===== config.mk =====
export PLATFORM = sky130hd
export DESIGN_NAME = line_drawer
export DESIGN_NICKNAME = d
export VERILOG_FILES = /design/src/rtl/line_drawer_pkg.sv /design/src/rtl/line_step.sv /design/src/rtl/line_drawer.sv
export SDC_FILE = /design/constraint.sdc
export NUM_CORES = 1
export LEC_CHECK = 0
export CAP_MARGIN = 20
export CORE_ASPECT_RATIO = 2
export CORE_MARGIN = 2
export CORE_UTILIZATION = 25
export CTS_BUF_LIST = sky130_fd_sc_hd__clkbuf_4 sky130_fd_sc_hd__clkbuf_8
export DETAILED_ROUTE_END_ITERATION = 6
export PLACE_DENSITY = 0.45
export REMOVE_ABC_BUFFERS = 1
export SLEW_MARGIN = 15
export SYNTH_ARGS = -nofsm -noshare
export SYNTH_HDL_FRONTEND = slang
export SYNTH_HIERARCHICAL = 1
export SYNTH_SLANG_ARGS = --single-unit

===== constraint.sdc =====
create_clock -name clk -period 4.9 [get_ports clk]
set_input_delay 0.49 -clock clk [delete_from_list [all_inputs] [get_ports clk]]
set_output_delay 0.49 -clock clk [all_outputs]
set_load 0.02 [all_outputs]

===== src/rtl/line_drawer_pkg.sv =====
// Shared screen geometry, coordinate widths and state encoding for the plotting pipeline
// (controller, line drawer, framebuffer writer).
package line_drawer_pkg;

    localparam int DEFAULT_HOR_ACTIVE_PIXELS = 640;
    localparam int DEFAULT_VER_ACTIVE_PIXELS = 480;
    localparam int X_WIDTH = $clog2(DEFAULT_HOR_ACTIVE_PIXELS);
    localparam int Y_WIDTH = $clog2(DEFAULT_VER_ACTIVE_PIXELS);

    // Two extra bits keep 2*err and -|dy| representable for any on-screen segment.
    function automatic int err_width(input int xw, input int yw);
        return ((xw > yw) ? xw : yw) + 2;
    endfunction

    localparam int ERR_WIDTH = err_width(X_WIDTH, Y_WIDTH);

    typedef enum logic [1:0] {
        IDLE  = 2'd0,
        SETUP = 2'd1,
        PLOT  = 2'd2
    } state_t;

endpackage


===== src/rtl/line_step.sv =====
// One Bresenham step: from the current pixel and error term, produce the next pixel and error.
module line_step #(
    parameter int XW = 10,
    parameter int YW = 9,
    parameter int EW = 12
) (
    input  logic signed [EW-1:0] err,
    input  logic signed [EW-1:0] dx,
    input  logic signed [EW-1:0] dy,
    input  logic                 sx_neg,
    input  logic                 sy_neg,
    input  logic [XW-1:0]        cur_x,
    input  logic [YW-1:0]        cur_y,
    output logic [XW-1:0]        next_x,
    output logic [YW-1:0]        next_y,
    output logic signed [EW-1:0] next_err
);

    logic signed [EW-1:0] e2;

    // Both axis decisions look at the same e2, so a diagonal move updates err twice.
    always_comb begin
        e2       = err <<< 1;
        next_err = err;
        next_x   = cur_x;
        next_y   = cur_y;
        if (e2 >= dy) begin
            next_err = next_err + dy;
            next_x   = sx_neg ? (cur_x - XW'(1)) : (cur_x + XW'(1));
        end
        if (e2 <= dx) begin
            next_err = next_err + dx;
            next_y   = sy_neg ? (cur_y - YW'(1)) : (cur_y + YW'(1));
        end
    end

endmodule


===== src/rtl/line_drawer.sv =====
// Rasterises one segment between two inclusive endpoints into a valid/ready pixel stream,
// one pixel per accepted handshake, drawn from (x1,y1) toward (x2,y2).
module line_drawer
    import line_drawer_pkg::*;
#(
    parameter  int HOR_ACTIVE_PIXELS = DEFAULT_HOR_ACTIVE_PIXELS,
    parameter  int VER_ACTIVE_PIXELS = DEFAULT_VER_ACTIVE_PIXELS,
    localparam int XW = $clog2(HOR_ACTIVE_PIXELS),
    localparam int YW = $clog2(VER_ACTIVE_PIXELS),
    localparam int EW = err_width(XW, YW)
) (
    input  logic          clk,
    input  logic          rst,
    input  logic          start,
    output logic          ready,
    input  logic [XW-1:0] x1,
    input  logic [YW-1:0] y1,
    input  logic [XW-1:0] x2,
    input  logic [YW-1:0] y2,
    output logic [XW-1:0] pixel_x,
    output logic [YW-1:0] pixel_y,
    output logic          pixel_valid,
    input  logic          pixel_ready
);

    state_t state, state_next;

    logic [XW-1:0]        start_x, end_x, cur_x, step_x;
    logic [YW-1:0]        start_y, end_y, cur_y, step_y;
    logic signed [EW-1:0] dx, dy, err, step_err;
    logic signed [EW-1:0] setup_dx, abs_dy, setup_dy;
    logic                 sx_neg, sy_neg;
    logic                 at_end;

    function automatic logic [XW-1:0] clamp_x(input logic [XW-1:0] v);
        return (int'(v) >= HOR_ACTIVE_PIXELS) ? XW'(HOR_ACTIVE_PIXELS - 1) : v;
    endfunction

    function automatic logic [YW-1:0] clamp_y(input logic [YW-1:0] v);
        return (int'(v) >= VER_ACTIVE_PIXELS) ? YW'(VER_ACTIVE_PIXELS - 1) : v;
    endfunction

    always_comb begin
        setup_dx = (end_x >= start_x) ? EW'(end_x - start_x) : EW'(start_x - end_x);
        abs_dy   = (end_y >= start_y) ? EW'(end_y - start_y) : EW'(start_y - end_y);
        setup_dy = -abs_dy;
        at_end   = (cur_x == end_x) && (cur_y == end_y);
    end

    line_step #(
        .XW(XW),
        .YW(YW),
        .EW(EW)
    ) u_step (
        .err     (err),
        .dx      (dx),
        .dy      (dy),
        .sx_neg  (sx_neg),
        .sy_neg  (sy_neg),
        .cur_x   (cur_x),
        .cur_y   (cur_y),
        .next_x  (step_x),
        .next_y  (step_y),
        .next_err(step_err)
    );

    always_comb begin
        state_next = state;
        case (state)
            IDLE:    if (start) state_next = SETUP;
            SETUP:   state_next = PLOT;
            PLOT:    if (pixel_ready && at_end) state_next = IDLE;
            default: state_next = IDLE;
        endcase
    end

    // A pixel only advances on acceptance, so outputs hold steady through backpressure.
    always_ff @(posedge clk) begin
        if (rst) begin
            state   <= IDLE;
            start_x <= '0;
            start_y <= '0;
            end_x   <= '0;
            end_y   <= '0;
            cur_x   <= '0;
            cur_y   <= '0;
            dx      <= '0;
            dy      <= '0;
            err     <= '0;
            sx_neg  <= 1'b0;
            sy_neg  <= 1'b0;
        end else begin
            state <= state_next;
            case (state)
                IDLE: begin
                    if (start) begin
                        start_x <= clamp_x(x1);
                        start_y <= clamp_y(y1);
                        end_x   <= clamp_x(x2);
                        end_y   <= clamp_y(y2);
                    end
                end
                SETUP: begin
                    dx     <= setup_dx;
                    dy     <= setup_dy;
                    err    <= setup_dx + setup_dy;
                    sx_neg <= !(start_x < end_x);
                    sy_neg <= !(start_y < end_y);
                    cur_x  <= start_x;
                    cur_y  <= start_y;
                end
                PLOT: begin
                    if (pixel_ready && !at_end) begin
                        cur_x <= step_x;
                        cur_y <= step_y;
                        err   <= step_err;
                    end
                end
                default: ;
            endcase
        end
    end

    assign ready       = (state == IDLE);
    assign pixel_valid = (state == PLOT);
    assign pixel_x     = cur_x;
    assign pixel_y     = cur_y;

endmodule

Word level (Yosys, flattened, before mapping)
Index checks and enable logic that the tools add are counted.

storage, ports and cells
  bits of input ports = 42
  logic and storage cells = 77
  output and inout bits = 21
  flip-flop bits (word level) = 97

cells by class
  add/sub/neg operators = 12
  mux-type cells = 21
  equality and inequality tests = 9
  $lt $le $gt $ge = 10
  reductions and logical operators = 13

operators with widths
  cell                                                        number
  two-way mux 12 bit                                          5
  two-way mux 10 bit                                          5
  two-way mux 9 bit                                           5
  adder 12 bit                                                3
  case mux 12 bit (2 select lines)                            1
  subtractor 10 x 10 -> 11 bit                                2
  greater-or-equal comparator 10 bit (second input constant)  2
  case mux 10 bit (2 select lines)                            1
  subtractor 9 x 9 -> 10 bit                                  2
  greater-or-equal comparator 9 bit (second input constant)   2
  case mux 9 bit (2 select lines)                             1
  greater-or-equal comparator 12 bit                          1
  <= comparator 12 bit                                        1
  negation 12 bit                                             1
  adder 10 x 1 -> 10 bit (second input constant)              1
  == test 10 bit                                              1
  greater-or-equal comparator 10 bit                          1
  < comparator 10 bit                                         1
  subtractor 10 x 1 -> 10 bit (second input constant)         1
  adder 9 x 1 -> 9 bit (second input constant)                1
  == test 9 bit                                               1
  greater-or-equal comparator 9 bit                           1
  < comparator 9 bit                                          1
  subtractor 9 x 1 -> 9 bit (second input constant)           1
  other kinds (12)                                            23

Logic depth before layout (Yosys ltp)
  depth after elaboration = 6
  mapped depth = 22
  depth with buffers taken out = 21

Hierarchy
The synthesis kept the hierarchy.

modules (own cells, without submodules)
  module       area an instance (µm²)  instances  sequential area each (µm²)  cells an instance
  line_drawer  6690.2                  1          1921.8                      809
  line_step    2610.0                  1          0.0                         361

Worst setup path after synthesis
OpenSTA, ideal clock, no wires.

  path kind = register to register
  from = reg end_y[0]
  to = reg err[11]
  clock period less this slack = 4.572 ns
  slack = 0.328 ns
  library setup time = 0.086 ns
  arrival time = 4.486 ns
  data required time = 4.814 ns
  buffers on the path = 1
  cell stages (with the launch flop) = 23
  cells stage by stage = dfxtp_1 > inv_1 > ha_1 > inv_1 > fa_1 > a21oi_1 > o211ai_4 > o32ai_2 > buf_6 > mux2i_1 > xor2_1 > and3_1 > xor2_1 > ha_1 > o21ai_0 > o21a_1 > o21ai_0 > a21oi_1 > o21bai_1 > a2111oi_0 > or3_2 > xnor2_1 > a211oi_1

on the way
  elaborated cells between the ends (all ways) = 13
  those cells by class = add/sub: 4; order compare: 1; eq/ne: 2; mux: 2; reduce/logical: 4

RTL lines
  what                                                                             line                source
  start: declaration                                                               line_drawer.sv:29   logic [YW-1:0] start_y, end_y, cur_y, step_y;
  start signal: assignment                                                         line_drawer.sv:100  end_y <= clamp_y(y2);
  subtractor 9 x 9 -> 10 bit or greater-or-equal comparator 9 bit (tied branches)  line_drawer.sv:45   abs_dy = (end_y >= start_y) ? EW'(end_y - start_y) : EW'(start_y - end_y);
  two-way mux 12 bit *                                                             line_drawer.sv:45
  negation 12 bit *                                                                line_drawer.sv:46   setup_dy = -abs_dy;
  via setup_dy[3]                                                                  line_drawer.sv:31   logic signed [EW-1:0] setup_dx, abs_dy, setup_dy;
  adder 12 bit *                                                                   line_drawer.sv:106  err <= setup_dx + setup_dy;
  case mux 12 bit (2 select lines) *                                               line_drawer.sv:94   case (state)
  end signal: assignment                                                           line_drawer.sv:106
  end signal: assignment                                                           line_drawer.sv:116  err <= step_err;
  end: declaration                                                                 line_drawer.sv:30   logic signed [EW-1:0] dx, dy, err, step_err;

The timed path passes the listed nets; every way through them passes the cells marked *.
A chain may end at the register's enable or synchronous reset.

Worst setup path after layout
  from = reg dy[9]
  to = reg err[10]

on the way
  longest elaborated chain between the ends = 6
  elaborated cells between the ends (all ways) = 7
  those cells by class = add/sub: 2; order compare: 1; mux: 4

RTL lines
  what                                                                line                              source
  start: declaration                                                  line_drawer.sv:30
  start signal: assignment                                            line_drawer.sv:105                dy <= setup_dy;
  adder 12 bit or greater-or-equal comparator 12 bit (tied branches)  line_step.sv:28, line_step.sv:27
  two-way mux 12 bit *                                                line_step.sv:27                   if (e2 >= dy) begin
  adder 12 bit                                                        line_step.sv:32                   next_err = next_err + dx;
  two-way mux 12 bit *                                                line_step.sv:31                   if (e2 <= dx) begin
  via step_err[10]                                                    line_drawer.sv:30
  two-way mux 12 bit *                                                line_drawer.sv:113                if (pixel_ready && !at_end) begin
  case mux 12 bit (2 select lines) *                                  line_drawer.sv:94

The timed path passes the listed nets; every way through them passes the cells marked *. The select of a mux whose other input is x is not followed.

==> impl_metrics.py <==
metrics = {
    "status": {
        "outcome": "finished clean",
    },
    "pwr": {
        "cellPowerDensity_mw_per_mm2": 450,
        "power.switching_w": 0.00224,
        "swShare": 0.466,
        "p_seq_frac": 0.199,
        "ir_drop_mv": 0.180,
        "p_clk_frac": 0.128,
        "power_leakage_nw": 4.40,
        "cellInternalPower_w": 0.00258,
        "combinationalPowerShare": 0.673,
    },
    "worst_hold_path": {
        "hp-class": "flip-flop to flip-flop",
        "hold_path_startpoint": "dy[11]$_SDFFE_PP0P_",
    },
    "setup_path": {
        "path_class": "flip-flop to flip-flop",
        "arrival_ns": 4.88,
        "startpoint_type": "flip-flop",
        "end_kind": "flip-flop",
        "reg2reg_from": "dy[9]$_SDFFE_PP0P_",
        "slowest_stage": "fa_1",
        "cpPeakStageDelay_ns": 0.41,
        "crit_start": "dy[9]$_SDFFE_PP0P_",
        "crit_top_cell": "a21oi_1",
        "required_ns": 5.17,
        "crit_fanout": 3,
        "crit_path_cell_trace": "inv_1 > ha_1 > a21oi_1 > o211ai_1 > o32ai_4 > mux2_2 > ha_1 > fa_1 > a21o_1 > a21oi_1 > o21bai_1 > a21oi_1 > buf_4 > o21ai_1 > a41oi_1 > o41ai_1 > mux2_2 > a21oi_1 > a41oi_1",
    },
    "routing": {
        "route.vias.total": 8311,
        "first_pass_iters": 4,
        "ant_nets": 0,
        "dr.first_iter.drc_count": 272,
        "viasPerCell": 4.96,
        "drc": 0,
        "wl_per_cell_um": 18.2,
        "wirelength_mm": 30.5,
    },
    "sta": {
        "post-route-period-util": 0.942,
        "fin_crit_ns": 4.62,
        "fin_setup_tns_ns": 0,
        "finalHoldViolCount": 0,
        "fin_hold_ws_ns": 0.463,
        "clock.fmax_mhz": 217,
        "finalClockSkew_ns": 0.0110,
        "setup_viol": 0,
        "worst_pin_slew_ns": 0.939,
        "drv_slew": 0,
        "slew_headroom": 0.374,
    },
    "layout": {
        "final_common_cell": "ha_1",
        "fin_nets": 1377,
        "nFillCells": 3939,
        "syn2layout_area_growth_pct": 17.5,
        "drive_gt1_frac": 0.120,
        "final_cell_mix": "ha_1 (110), inv_1 (105), nor2_1 (101)",
    },
    "global_routing": {
        "antenna_found_initial": 1,
        "grt_max_degree": 43,
        "grt_usage": 0.160,
        "grt_pass1_wl_mm": 47.4,
        "grt.overflow.total": 0,
        "grt_pass1_vias": 8639,
    },
    "cts": {
        "cts_max_level": 3,
        "clkLatencyLatePin_ns": 0.41,
        "cts_tree": "yes",
        "clk_pin_slew_ns": 0.10,
        "clockRootBuffer": "clkbuf_8",
        "ctsHoldBuffers": 0,
        "cts_inserted_buffers": 9,
        "max-clock-path-buffers": 2,
        "clock_sinks": 95,
    },
    "logic_synthesis": {
        "synth_cells": 1144,
        "syn_area_mm2": 0.00913,
        "yosys_warnings": 6,
        "avgSynthCellArea_um2": 7.98,
    },
    "die": {
        "die_h_um": 274,
        "die_w_um": 139,
        "dieArea_mm2": 0.0381,
        "row_count": 99,
        "initial_core_util": 0.251,
        "ios": 63,
        "core_area_mm2": 0.0363,
    },
    "flow_run": {
        "maxCapViolCount": 0,
    },
    "place": {
        "place.gp.congestion": 0.895,
        "io_buffer_count": 62,
        "dp_hpwl_mm": 24.9,
    },
}
power groups by stage:
stage / clock [W] / combinational (W) / sequential, W
2_1_floorplan: 0 / 0.00215 / 0.000971
3_3_place_gp: 0 / 0.00319 / 0.000979
3_5_place_dp: 0 / 0.00321 / 0.000980
4_1_cts: 0.000640 / 0.00322 / 0.000962
5_1_grt: 0.000665 / 0.00358 / 0.000975
6_report: 0.000617 / 0.00325 / 0.000958
cell type report:
class	count	area [um2]	share of cell area
Antenna cell	1	2.50	0.000233
Clock buffer	12	153	0.0142
Clock inverter	3	67.6	0.00630
Inverter	107	403	0.0376
Multi-Input combinational cell	887	6600	0.616
Sequential cell	95	1900	0.177
Tap cell	454	568	0.0530
Timing Repair Buffer	116	1020	0.0952
worst max-delay path, delay by kind of cell, from the launching register on:
family          cells  cell delay, ns
fa+ha+maj           3            0.94
compound gates     12            2.27
mux                 2            0.65
buf+inv             2            0.19
flops               1            0.40
routing by layer:
layer  global-route usage  share of wire  vias up
li1                     -              -     4209
met1                0.147           0.36     3962
met2                0.342           0.59       93
met3               0.0122          0.012       47
met4               0.0739          0.038        0
met5                    0              0        -
final timing paths:
kind,end,slack [ns],cells after the start
hold / removal,dy[11]$_SDFFE_PP0P_,0.46,2
hold reg to reg,dy[11]$_SDFFE_PP0P_,0.46,2
setup reg to reg,err[10]$_SDFFE_PP0P_,0.28,19
setup / recovery,err[10]$_SDFFE_PP0P_,0.28,19
registers in the layout, summed over array words and instances, names as in the netlist:
name / cells
dy: 12
dx: 11
err: 11
end_x: 10
pixel_x: 10
start_x: 10
end_y: 9
pixel_y: 9
start_y: 9
state: 2
sx_neg: 1
sy_neg: 1
per-stage QoR:
stage	util	cells	power (W)	cell area (um2)	setup slack, ns
3_5_place_dp	0.288	1658	0.00419	10400	0.0331
5_1_grt	0.295	1675	0.00522	10700	-0.0238
2_1_floorplan	-	1089	0.00312	8850	0.238
3_3_place_gp	0.288	1658	0.00416	10400	0.125
6_report	0.295	1675	0.00482	10700	0.282
4_1_cts	0.294	1673	0.00482	10700	0.00323
repair_timing:
item | CTS | global route
setup endpoints to repair | 0 | 5
buffers inserted | 0 | 1
gates resized for setup | 0 | 10
(Power assumes the default switching activity.)
==> RTL change 1, RTL diff (config.mk and constraints unchanged) <==
`DEFAULT_VER_ACTIVE_PIXELS`: 480 -> 240.
--- a/src/rtl/line_drawer_pkg.sv
+++ b/src/rtl/line_drawer_pkg.sv
@@ -3,7 +3,7 @@
 package line_drawer_pkg;
 
     localparam int DEFAULT_HOR_ACTIVE_PIXELS = 640;
-    localparam int DEFAULT_VER_ACTIVE_PIXELS = 480;
+    localparam int DEFAULT_VER_ACTIVE_PIXELS = 240;
     localparam int X_WIDTH = $clog2(DEFAULT_HOR_ACTIVE_PIXELS);
     localparam int Y_WIDTH = $clog2(DEFAULT_VER_ACTIVE_PIXELS);
 
Ports: changed (resized pixel_y, y1 and y2); port bits go from 63 to 60. No check against the original RTL was run, so the function may have changed too.
==> RTL change 1 against the original RTL <==
Via count shrank 5.9%. Final area shrank 7.4%. Sequential cell count shrank 3. Cell count shrank 4.8%. Hold slack gained 0.0039 ns. Count of clock-buffer cells in the layout shrank 1. Power shrank 13%. Synthesized area shrank 6.7%. Worst setup slack lost 0.052 ns. Wire length shrank 8.7%. Largest power group unchanged.
==> RTL change 1: results (changes against the original RTL) <==
[setup_path]
cp_max_fo = 11  ; +8
cp_top_family = compound AO/OA/AOI/OAI gates
critical_path_arrival_ns = 4.97  ; +0.09 ns
worstSetupEndpoint = err[9]
rrSetupSlack_ns = 0.23  ; -0.05 ns
ff2ff_path_depth = 18  ; -1
cp_slowest_cell = ha_1
max_stage_delay_ns = 0.46  ; +0.05 ns
critPathLaunch = start_y[2]

[min_path]
hold_depth = 2  ; unchanged
worstHoldPathType = register to register
worstHoldEndpoint = dy[11]
worst_hold_startpoint = dy[11]

[placement]
dpl-instance-area_um2 = 9704  ; -7.1%
routabilityCongestion = 0.8464  ; -5.4%
post-place-ws_ns = -0.05108  ; -0.08418 ns
dpl.hpwl_um = 22580  ; -9.5%
numPortBuffers = 59  ; -4.8%

[global_routing]
antenna_found_initial = 1  ; unchanged
first_global_vias = 7967  ; -7.8%
grt_use_total_pct = 15.77  ; -0.19 points
grt_overflow = 0  ; unchanged
grt_max_degree = 46  ; +7.0%
grt_pass1_wl_um = 43030  ; -9.3%

[drt]
drt_iter0_drc = 239  ; -12%
post_drt_via_cell_ratio = 4.905  ; -1.1%
vias = 7819  ; -5.9%
wl_um = 27870  ; -8.7%
first_pass_iters = 4  ; unchanged

[yosys]
ys_warn_count = 6  ; unchanged
synthesis.instances = 1101  ; -3.8%

[cts]
htree_levels = 3  ; unchanged
clk_pin_slew_ns = 0.10  ; about the same
postCtsSetupRepairBufs = 0  ; unchanged
clockRootBuffer = clkbuf_8
clk_latency_ns = 0.41  ; about the same
cts_made_buffers = 9  ; unchanged
clockBufferDepth = 2  ; unchanged

[status]
status = finished, final reports clean

[power]
vdd_drop_max_mv = 0.1471  ; -18%
p_leak_nw = 4.104  ; -6.7%

[layout]
fillCellCount = 3666  ; -6.9%
drive_gt1_share_pct = 9.939  ; -2.0 points
reg_top3 = dy (12), dx (11), err (11)
final_nets = 1307  ; -5.1%

[sta]
tightestPinTransition_ns = 0.9975  ; +0.05832 ns
whs_ns = 0.4667  ; +0.003902 ns
fin_crit_sh_pct = 95.31  ; +1.1 points
clock_skew_ns = 0.01166  ; +0.0006391 ns

[run]
drv_cap = 0  ; unchanged

==> RTL change 1: power breakdown <==
group	internal (mW)	switching, mW
logic	1.19	1.59
registers	0.820	0.0897
clock network	0.206	0.311
==> RTL change 1: final cells by class <==
type / count / area (um^2) / area share, %
antenna: 1 / 2.502 / 0.02520
inverter: 103 / 386.6 / 3.894
multi-input combinational: 858 / 6168 / 62.13
sequential: 92 / 1842 / 18.55
timing repair buffer: 88 / 803.3 / 8.091
clock inverter: 5 / 35.03 / 0.3529
tap: 436 / 545.5 / 5.495
clock buffer: 11 / 145.1 / 1.462
==> RTL change 1: metal layers <==
metal / up-vias / share of wire, % / global-route usage, %
met5: - / 0 / 0
met4: 0 / 4.0 / 6.714
met3: 46 / 1.6 / 1.772
met2: 118 / 59 / 33.69
met1: 3686 / 35 / 14.18
li1: 3969 / - / -
==> RTL change 1: what timing repair did <==
item | 4_1_cts | 5_1_grt
resized for setup | 1 | 7
pin swaps | 1 | 2
endpoints found under the setup margin | 1 | 3
==> RTL change 2, RTL diff (same flow settings) <==
Made on the original files. Reset style: asynchronous (`rst`), changed in one clocked block.
--- a/src/rtl/line_drawer.sv
+++ b/src/rtl/line_drawer.sv
@@ -75,7 +75,7 @@
     end
 
     // A pixel only advances on acceptance, so outputs hold steady through backpressure.
-    always_ff @(posedge clk) begin
+    always_ff @(posedge clk or posedge rst) begin
         if (rst) begin
             state   <= IDLE;
             start_x <= '0;
Formal check against the unedited RTL: differs if rst is asserted again (counterexample within 4 cycles, from zero or initial values and one cycle with rst high); with rst held inactive, the same outputs for 4 cycles.
==> RTL change 2 against the original RTL <==
Critical path depth rose by 2. Worst setup slack got worse by 0.060 ns. Core utilization rose by 0.64 points. Sequential share of layout area grew 4.3 points. Synthesized area decreased by 1.0%. Critical path type unchanged. Wire length is 5.6% lower. Sequential cell count stayed put. Via count is 5.3% lower. Final area rose by 0.44%.
Power is not compared: it rests on default switching activity, and its combinational part moved more than twofold at a synthesized area within 25%.
==> RTL change 2: results (changes against the original RTL) <==
[placement]
post-place-ws_ns = -0.06146  ; -0.09457 ns
routabilityCongestion = 0.8698  ; -2.8%
place_inst = 1613  ; -2.7%
numPortBuffers = 62  ; unchanged
dpl.hpwl_um = 23950  ; -4.0%
dpl-instance-area_um2 = 10440  ; -0.13%

[power]
vdd_drop_max_mv = 0.1271
p_leak_nw = 5.123

[layout]
reg_top3 = dy (12), dx (11), err (11)
final_nets = 1341  ; -2.6%
drive_gt1_share_pct = 11.65  ; -0.32 points

[sta]
relSlewSlack_pct = 45.15  ; +7.8 points
clock_skew_ns = 0.01465  ; +0.003625 ns
setup_viol = 0  ; unchanged

[global_routing]
grt_overflow = 0  ; unchanged
grt_max_degree = 59  ; +37%
grt_use_total_pct = 15.34  ; -0.62 points
gr-usage-met1_pct = 14.16  ; -0.53 points
grt_pass1_wl_um = 44790  ; -5.5%
met3_usage_pct = 1.682  ; +0.46 points
use_met2_pct = 31.92  ; -2.3 points
first_global_vias = 8229  ; -4.7%
antenna_found_initial = 1  ; unchanged

[cts]
htree_levels = 3  ; unchanged
clk_pin_slew_ns = 0.10  ; about the same
clockBufferDepth = 2  ; unchanged
clockRootBuffer = clkbuf_8
clk_latency_ns = 0.41  ; about the same
cts_made_buffers = 9  ; unchanged

[setup_path]
critical_path_arrival_ns = 4.98  ; +0.10 ns
cp_max_fo = 3  ; unchanged

[min_path]
worstHoldPathType = register to register

[status]
status = finished, final reports clean

[drt]
drt_iter0_drc = 252  ; -7.4%
vias = 7869  ; -5.3%
wl_um = 28810  ; -5.6%
post_drt_via_cell_ratio = 4.810  ; -3.1%
first_pass_iters = 4  ; unchanged

[yosys]
ys_warn_count = 6  ; unchanged
syn_area_per_cell_um2 = 8.273  ; +3.7%

-- RTL change 2: final cells by class --
type / instances / area [um^2]
timing repair buffer: 115 / 1026
antenna: 1 / 2.502
tap: 450 / 563.0
clock inverter: 4 / 30.03
inverter: 109 / 412.9
clock buffer: 12 / 158.9
sequential: 95 / 2377
fill: 3849 / 24920
multi-input combinational: 850 / 6196
-- RTL change 2: what timing repair did --
item / CTS / global route
hold buffers: 0 / 0
endpoints found under the setup margin: 1 / 3
gates cloned: 0 / 0
resized for setup: 2 / 22
endpoints found under the hold margin: 0 / 0
pin swaps: 1 / 12
setup buffers: 0 / 6
-- RTL change 2: final timing paths --
check	slack [ns]	startpoint	cells past startpoint	endpoint
max	0.22	dy[1]	21	err[10]
min in group asynchronous	0.56	rst	2	end_x[0]
min reg2reg	0.51	dy[11]	1	dy[11]
max reg2reg	0.22	dy[1]	21	err[10]
min	0.51	dy[11]	1	dy[11]
max in group asynchronous	3.29	rst	3	start_y[3]
-- RTL change 2: per-layer routing --
layer	routed length [um]	up-vias
met3	466	56
met2	16920	95
li1	-	3958
met5	0	-
met1	9955	3760
met4	1469	0
-- RTL change 2: power by group --
part           internal, mW  switching [mW]
registers             0.818          0.0671
clock network         0.219           0.315
logic                 0.195           0.196
-- RTL change 2: worst max-delay path, cell delays in order, from the launching register on --
cell and delay [ns]:
dfrtp_1 0.39, inv_2 0.06, ha_1 0.28, nor2b_1 0.12
o211ai_1 0.27, a211oi_1 0.12, buf_4 0.16, o32ai_4 0.28
mux2_2 0.38, ha_1 0.21, fa_1 0.41, a21o_1 0.19
a21oi_2 0.17, o21bai_1 0.11, a21oi_2 0.20, o21ai_2 0.11
a41oi_2 0.16, o41ai_1 0.09, mux2_2 0.27, a221oi_1 0.26
nand2_1 0.08, mux2_2 0.25
